--- src/rtl/da_pkg.sv ---
// da_pkg: shared FSM state type and sizing helpers for the DA column MAC
package da_pkg;
  typedef enum logic [1:0] {IDLE, BUSY, DONE} state_t;
  localparam int KERNEL_H_FIXED = 7;
  function automatic int acc_min_w(input int lut_w, input int pix_w);
    return lut_w + pix_w;
  endfunction
endpackage

--- src/rtl/lut_mul.sv ---
// lut_mul: signed weighted sum of one bit-plane across the column taps
module lut_mul #(
  parameter int KERNEL_H = 7,
  parameter int DATA_W = 8,
  parameter logic signed [4:0] WEIGHT_0 = 5'sd1,
  parameter logic signed [4:0] WEIGHT_1 = -5'sd2,
  parameter logic signed [4:0] WEIGHT_2 = 5'sd3,
  parameter logic signed [4:0] WEIGHT_3 = -5'sd4,
  parameter logic signed [4:0] WEIGHT_4 = 5'sd5,
  parameter logic signed [4:0] WEIGHT_5 = -5'sd6,
  parameter logic signed [4:0] WEIGHT_6 = 5'sd7
) (
  input  logic [7:0]               sel,
  output logic signed [DATA_W-1:0] sum
);
  // the padding bit carries a zero weight so the 8-bit index stays uniform
  localparam logic signed [4:0] W [8] = '{WEIGHT_0, WEIGHT_1, WEIGHT_2, WEIGHT_3,
                                          WEIGHT_4, WEIGHT_5, WEIGHT_6, 5'sd0};
  if (KERNEL_H > 7) begin : g_kh_chk
    $error("lut_mul supports at most 7 taps");
  end
  always_comb begin
    sum = '0;
    for (int k = 0; k < 8; k++) sum = sel[k] ? sum + DATA_W'(W[k]) : sum;
  end
endmodule

--- src/rtl/da_column_mac.sv ---
// da_column_mac: bit-serial distributed-arithmetic MAC for one kernel column,
// one bit-plane per cycle, MSB first, shift-accumulated into the dot product
module da_column_mac
  import da_pkg::*;
#(
  parameter int KERNEL_H = 7,
  parameter int PIX_W = 8,
  parameter int PIX_SIGNED = 0,
  parameter int LUT_W = 8,
  parameter int ACC_W = 16,
  parameter logic signed [4:0] WEIGHT_0 = 5'sd1,
  parameter logic signed [4:0] WEIGHT_1 = -5'sd2,
  parameter logic signed [4:0] WEIGHT_2 = 5'sd3,
  parameter logic signed [4:0] WEIGHT_3 = -5'sd4,
  parameter logic signed [4:0] WEIGHT_4 = 5'sd5,
  parameter logic signed [4:0] WEIGHT_5 = -5'sd6,
  parameter logic signed [4:0] WEIGHT_6 = 5'sd7
) (
  input  logic                      clk,
  input  logic                      rst_n,
  input  logic                      clear,
  input  logic                      in_valid,
  output logic                      in_ready,
  input  logic [KERNEL_H*PIX_W-1:0] in_col,
  output logic                      out_valid,
  input  logic                      out_ready,
  output logic signed [ACC_W-1:0]   out_data
);
  localparam int CW = PIX_W > 1 ? $clog2(PIX_W) : 1;
  if (ACC_W < acc_min_w(LUT_W, PIX_W)) begin : g_acc_chk
    $error("ACC_W narrower than LUT_W+PIX_W");
  end
  if (KERNEL_H != KERNEL_H_FIXED) begin : g_kh_chk
    $error("KERNEL_H must be 7");
  end
  state_t state, state_nx;
  logic [CW-1:0] bit_cnt;
  logic [KERNEL_H*PIX_W-1:0] pix_sr;
  logic [7:0] d;
  logic signed [LUT_W-1:0] sum;
  logic signed [ACC_W-1:0] acc, s, acc_nx;
  logic accept, first;
  always_comb begin
    d = '0;
    for (int k = 0; k < KERNEL_H; k++) d[k] = pix_sr[k*PIX_W + int'(bit_cnt)];
  end
  lut_mul #(
    .KERNEL_H(KERNEL_H), .DATA_W(LUT_W),
    .WEIGHT_0(WEIGHT_0), .WEIGHT_1(WEIGHT_1), .WEIGHT_2(WEIGHT_2), .WEIGHT_3(WEIGHT_3),
    .WEIGHT_4(WEIGHT_4), .WEIGHT_5(WEIGHT_5), .WEIGHT_6(WEIGHT_6)
  ) u_lut (
    .sel(d),
    .sum(sum)
  );
  // the MSB plane carries negative weight for two's-complement pixels
  assign s = ACC_W'(sum);
  assign first = bit_cnt == CW'(PIX_W - 1);
  assign acc_nx = first ? (PIX_SIGNED != 0 ? -s : s) : (acc <<< 1) + s;
  always_comb begin
    in_ready = state == IDLE || (state == DONE && out_ready);
    out_valid = state == DONE;
    accept = in_valid && in_ready && !clear;
    state_nx = clear ? IDLE
             : accept ? BUSY
             : (state == BUSY && bit_cnt == '0) ? DONE
             : (state == DONE && out_ready) ? IDLE
             : state;
  end
  always_ff @(posedge clk or negedge rst_n)
    if (!rst_n) state <= IDLE;
    else state <= state_nx;
  always_ff @(posedge clk or negedge rst_n)
    if (!rst_n) begin
      acc <= '0;
      bit_cnt <= '0;
      pix_sr <= '0;
      out_data <= '0;
    end else if (clear) begin
      acc <= '0;
    end else if (accept) begin
      pix_sr <= in_col;
      bit_cnt <= CW'(PIX_W - 1);
    end else if (state == BUSY) begin
      acc <= acc_nx;
      bit_cnt <= bit_cnt - 1'b1;
      if (bit_cnt == '0) out_data <= acc_nx;
    end
endmodule
--- config.mk ---
export PLATFORM = sky130hd
export DESIGN_NAME = da_column_mac
export DESIGN_NICKNAME = d
export VERILOG_FILES = /design/src/rtl/da_pkg.sv /design/src/rtl/lut_mul.sv /design/src/rtl/da_column_mac.sv
export SDC_FILE = /design/constraint.sdc
export NUM_CORES = 1
export LEC_CHECK = 0
export ABC_AREA = 0
export BUFFER_PORTS_ARGS = -buffer_cell sky130_fd_sc_hd__buf_2
export CAP_MARGIN = 20
export CORE_MARGIN = 1
export CORE_UTILIZATION = 63
export CTS_CLUSTER_DIAMETER = 120
export DETAILED_ROUTE_END_ITERATION = 7
export MAX_ROUTING_LAYER = met4
export PLACE_DENSITY = 0.86
export SLEW_MARGIN = 30
export SYNTH_ARGS = -nofsm -noshare
export SYNTH_HDL_FRONTEND = slang
export SYNTH_SLANG_ARGS = --single-unit
--- constraint.sdc ---
create_clock -name clk -period 15.2 [get_ports clk]
set_clock_uncertainty 0.1 [all_clocks]
set_input_delay 0.76 -clock clk [delete_from_list [all_inputs] [get_ports clk]]
set_output_delay 0.76 -clock clk [all_outputs]
set_load 0.02 [all_outputs]
==> flow_summary.json <==
{
  "antenna_found_initial": 0,
  "drc_errors": 6,
  "detail_route.first_pass.iterations": 8,
  "grt_max_degree": 93,
  "syn-num-nets": 604,
  "drv_slew": 0,
  "std_cell_rows": 34,
  "ys_seq_area_frac": 0.3959,
  "hpwl_microns": 8478,
  "required_ns": 15.34,
  "worst_slew_pin_slew_ns": 0.9011,
  "holdBufCountCts": 0,
  "initial_utilization": 0.6572,
  "drt-wirelength-per-cell_microns": 16.86,
  "die_h_microns": 98.08,
  "port_buffers": 78,
  "outcome": "finished with violations",
  "yosysTopAreaCellShare": 0.3959,
  "clk-insertion-delay-late_ns": 0.36,
  "slew_headroom": 0.3978,
  "rr_startpoint": "bit_cnt[0]",
  "syn_area_per_cell_sq_um": 11.21,
  "die-area_sq_mm": 0.009620,
  "clock-sinks": 92,
  "globalplace.congestion": 0.9218,
  "ff2ff_setup_slack_ns": 6.99,
  "slowest_delay_ns": 0.76,
  "end_kind": "register",
  "crit_fanout": 24,
  "start_kind": "register",
  "ff2ff_path_depth": 28,
  "yosys.area.top_type": "dfrtp_1",
  "tns_ns": 0,
  "final_common_cell": "dfrtp_1",
  "ys_types": 73,
  "final_cell_mix": "dfrtp_1 (91), buf_2 (77), mux2_2 (65), nand2_1 (41), o21ai_0 (26)",
  "fill_cells": 657,
  "yosys-top-cells-area": "dfrtp_1 (40%), mux2_2 (13%), mux4_2 (5.0%), ha_1 (4.9%), mux2i_1 (4.1%)",
  "routed_wl_microns": 11790,
  "fp.dieW_microns": 98.08,
  "pin_count": 79,
  "drive_gt1_frac": 0.3486,
  "ys.flop_type": "dfrtp_1",
  "setup_viol_count_final": 0,
  "vias": 4336,
  "cts_inserted_buffers": 9,
  "ys_warn_count": 0,
  "post-route-period-util": 0.5400,
  "grt_first_pass_wirelength_microns": 20270,
  "regToRegEndpoint": "out_data[15]",
  "rsz0062_at_grt": "no",
  "max_freq_ghz": 0.1218,
  "synth_edf_count": 0,
  "first_global_vias": 4378,
  "drtIter0Drc": 209,
  "hp-class": "in -> async",
  "cap_violations": 0,
  "worst_path_max_delay_cell": "dfrtp_2",
  "cts_tree": "built",
  "arrival_ns": 8.35,
  "period_needed_ns": 8.208,
  "core_sq_mm": 0.008848,
  "cts_resized": 0,
  "viasPerCell": 6.203,
  "postSynthRegisterBits": 92,
  "final_nets": 671,
  "post_cts_buffers": 0,
  "async_reset_ff_frac": 1.000,
  "critPathKind": "reg -> reg",
  "diodes": 0,
  "netlist_area_sq_mm": 0.005816,
  "htreeDepth": 3,
  "synth_cells": 519,
  "violations": "DRC",
  "clkTransAtPathRegs_ns": 0.10,
  "overflow": 0,
  "grt_usage": 0.2704,
  "drtAntennaViolNets": 0,
  "cts-root-buf": "clkbuf_8",
  "clk_path_buf_depth": 2,
  "hold_viol_final": 0,
  "syn_to_final_growth_pct": 10.41
}
critical path: cells and delay by family, from the launching register on:
kind / cells / cell delay, ns
AND/OR/NAND/NOR: 3 / 0.67
buffers and inverters: 3 / 0.34
multiplexers: 5 / 1.67
adder cells (fa/ha/maj): 3 / 1.03
XOR/XNOR: 3 / 1.33
AO/OA/AOI/OAI: 11 / 2.17
flip-flops: 1 / 0.76
how the worst max path moves through the flow:
stage,to,cells past startpoint,slack [ns],startpoint
3_5_place_dp,out_data[15],28,7.14,bit_cnt[0]
4_1_cts,out_data[15],28,7.05,bit_cnt[0]
3_3_place_gp,out_data[15],28,7.09,bit_cnt[0]
6_report,out_data[15],28,6.99,bit_cnt[0]
2_1_floorplan,out_data[15],31,8.08,bit_cnt[0]
5_1_grt,out_data[15],28,6.43,bit_cnt[0]
cell usage after synthesis (7+ instances only):
master,n
a31oi_1,8
nor3_1,7
dfrtp_1,92
clkbuf_1,9
and3_1,7
o211ai_1,7
mux4_2,13
a21oi_1,18
mux2_2,65
xor2_1,10
mux2i_1,24
xnor2_1,15
o21ai_0,26
nand2_1,41
inv_1,12
buf_1,7
ha_1,23
nand3_1,11
nor2_1,23
nor2b_1,9
logic make-up (layout without fill, tap and decap cells):
logic type | count (synthesis) | after routing | synth area share
flops | 92 | 92 | 0.3959
fa+ha+maj | 25 | 25 | 0.05486
buf+inv | 41 | 113 | 0.03313
compound gates | 109 | 109 | 0.1418
simple gates | 119 | 119 | 0.1003
mux | 106 | 106 | 0.2285
xor+xnor | 27 | 27 | 0.04561
layer usage:
layer | vias to the layer above | global-route usage | part of all wire
met4 | 0 | 0.08625 | 0.014
met3 | 20 | 0.04796 | 0.042
li1 | 2042 | - | -
met2 | 135 | 0.4534 | 0.52
met1 | 2139 | 0.3330 | 0.43
met5 | - | - | 0
sequential cells by signal (all words and copies together), names as in the netlist:
register  cells
state         2
acc          15
pix_sr       56
bit_cnt       3
out_data     16
metrics by stage:
step | instances | instance area [sq um] | utilization | hold slack (ns) | setup WS, ns
after floorplan | 519 | 5816 | - | 0.3563 | 8.081
after global placement | 683 | 6235 | 0.7046 | 0.3554 | 7.087
after detailed placement | 683 | 6242 | 0.7055 | 0.3642 | 7.139
after CTS | 699 | 6421 | 0.7257 | 0.3799 | 7.046
after global routing | 699 | 6421 | 0.7257 | 0.3967 | 6.432
final | 699 | 6421 | 0.7257 | 0.3579 | 6.992
area by class of cell:
cell class | instances | area, sq um | share of cell area
Multi-Input combinational cell | 386 | 3324 | 0.5177
Sequential cell | 92 | 2303 | 0.3587
Timing Repair Buffer | 81 | 419.2 | 0.06528
Tap cell | 108 | 135.1 | 0.02104
Clock buffer | 9 | 123.9 | 0.01929
Inverter | 16 | 60.06 | 0.009353
Clock inverter | 7 | 55.05 | 0.008574
Power is left out: the tool's default activity adds up to more than one toggle a clock period on the data nets, which glitch-free logic cannot reach.
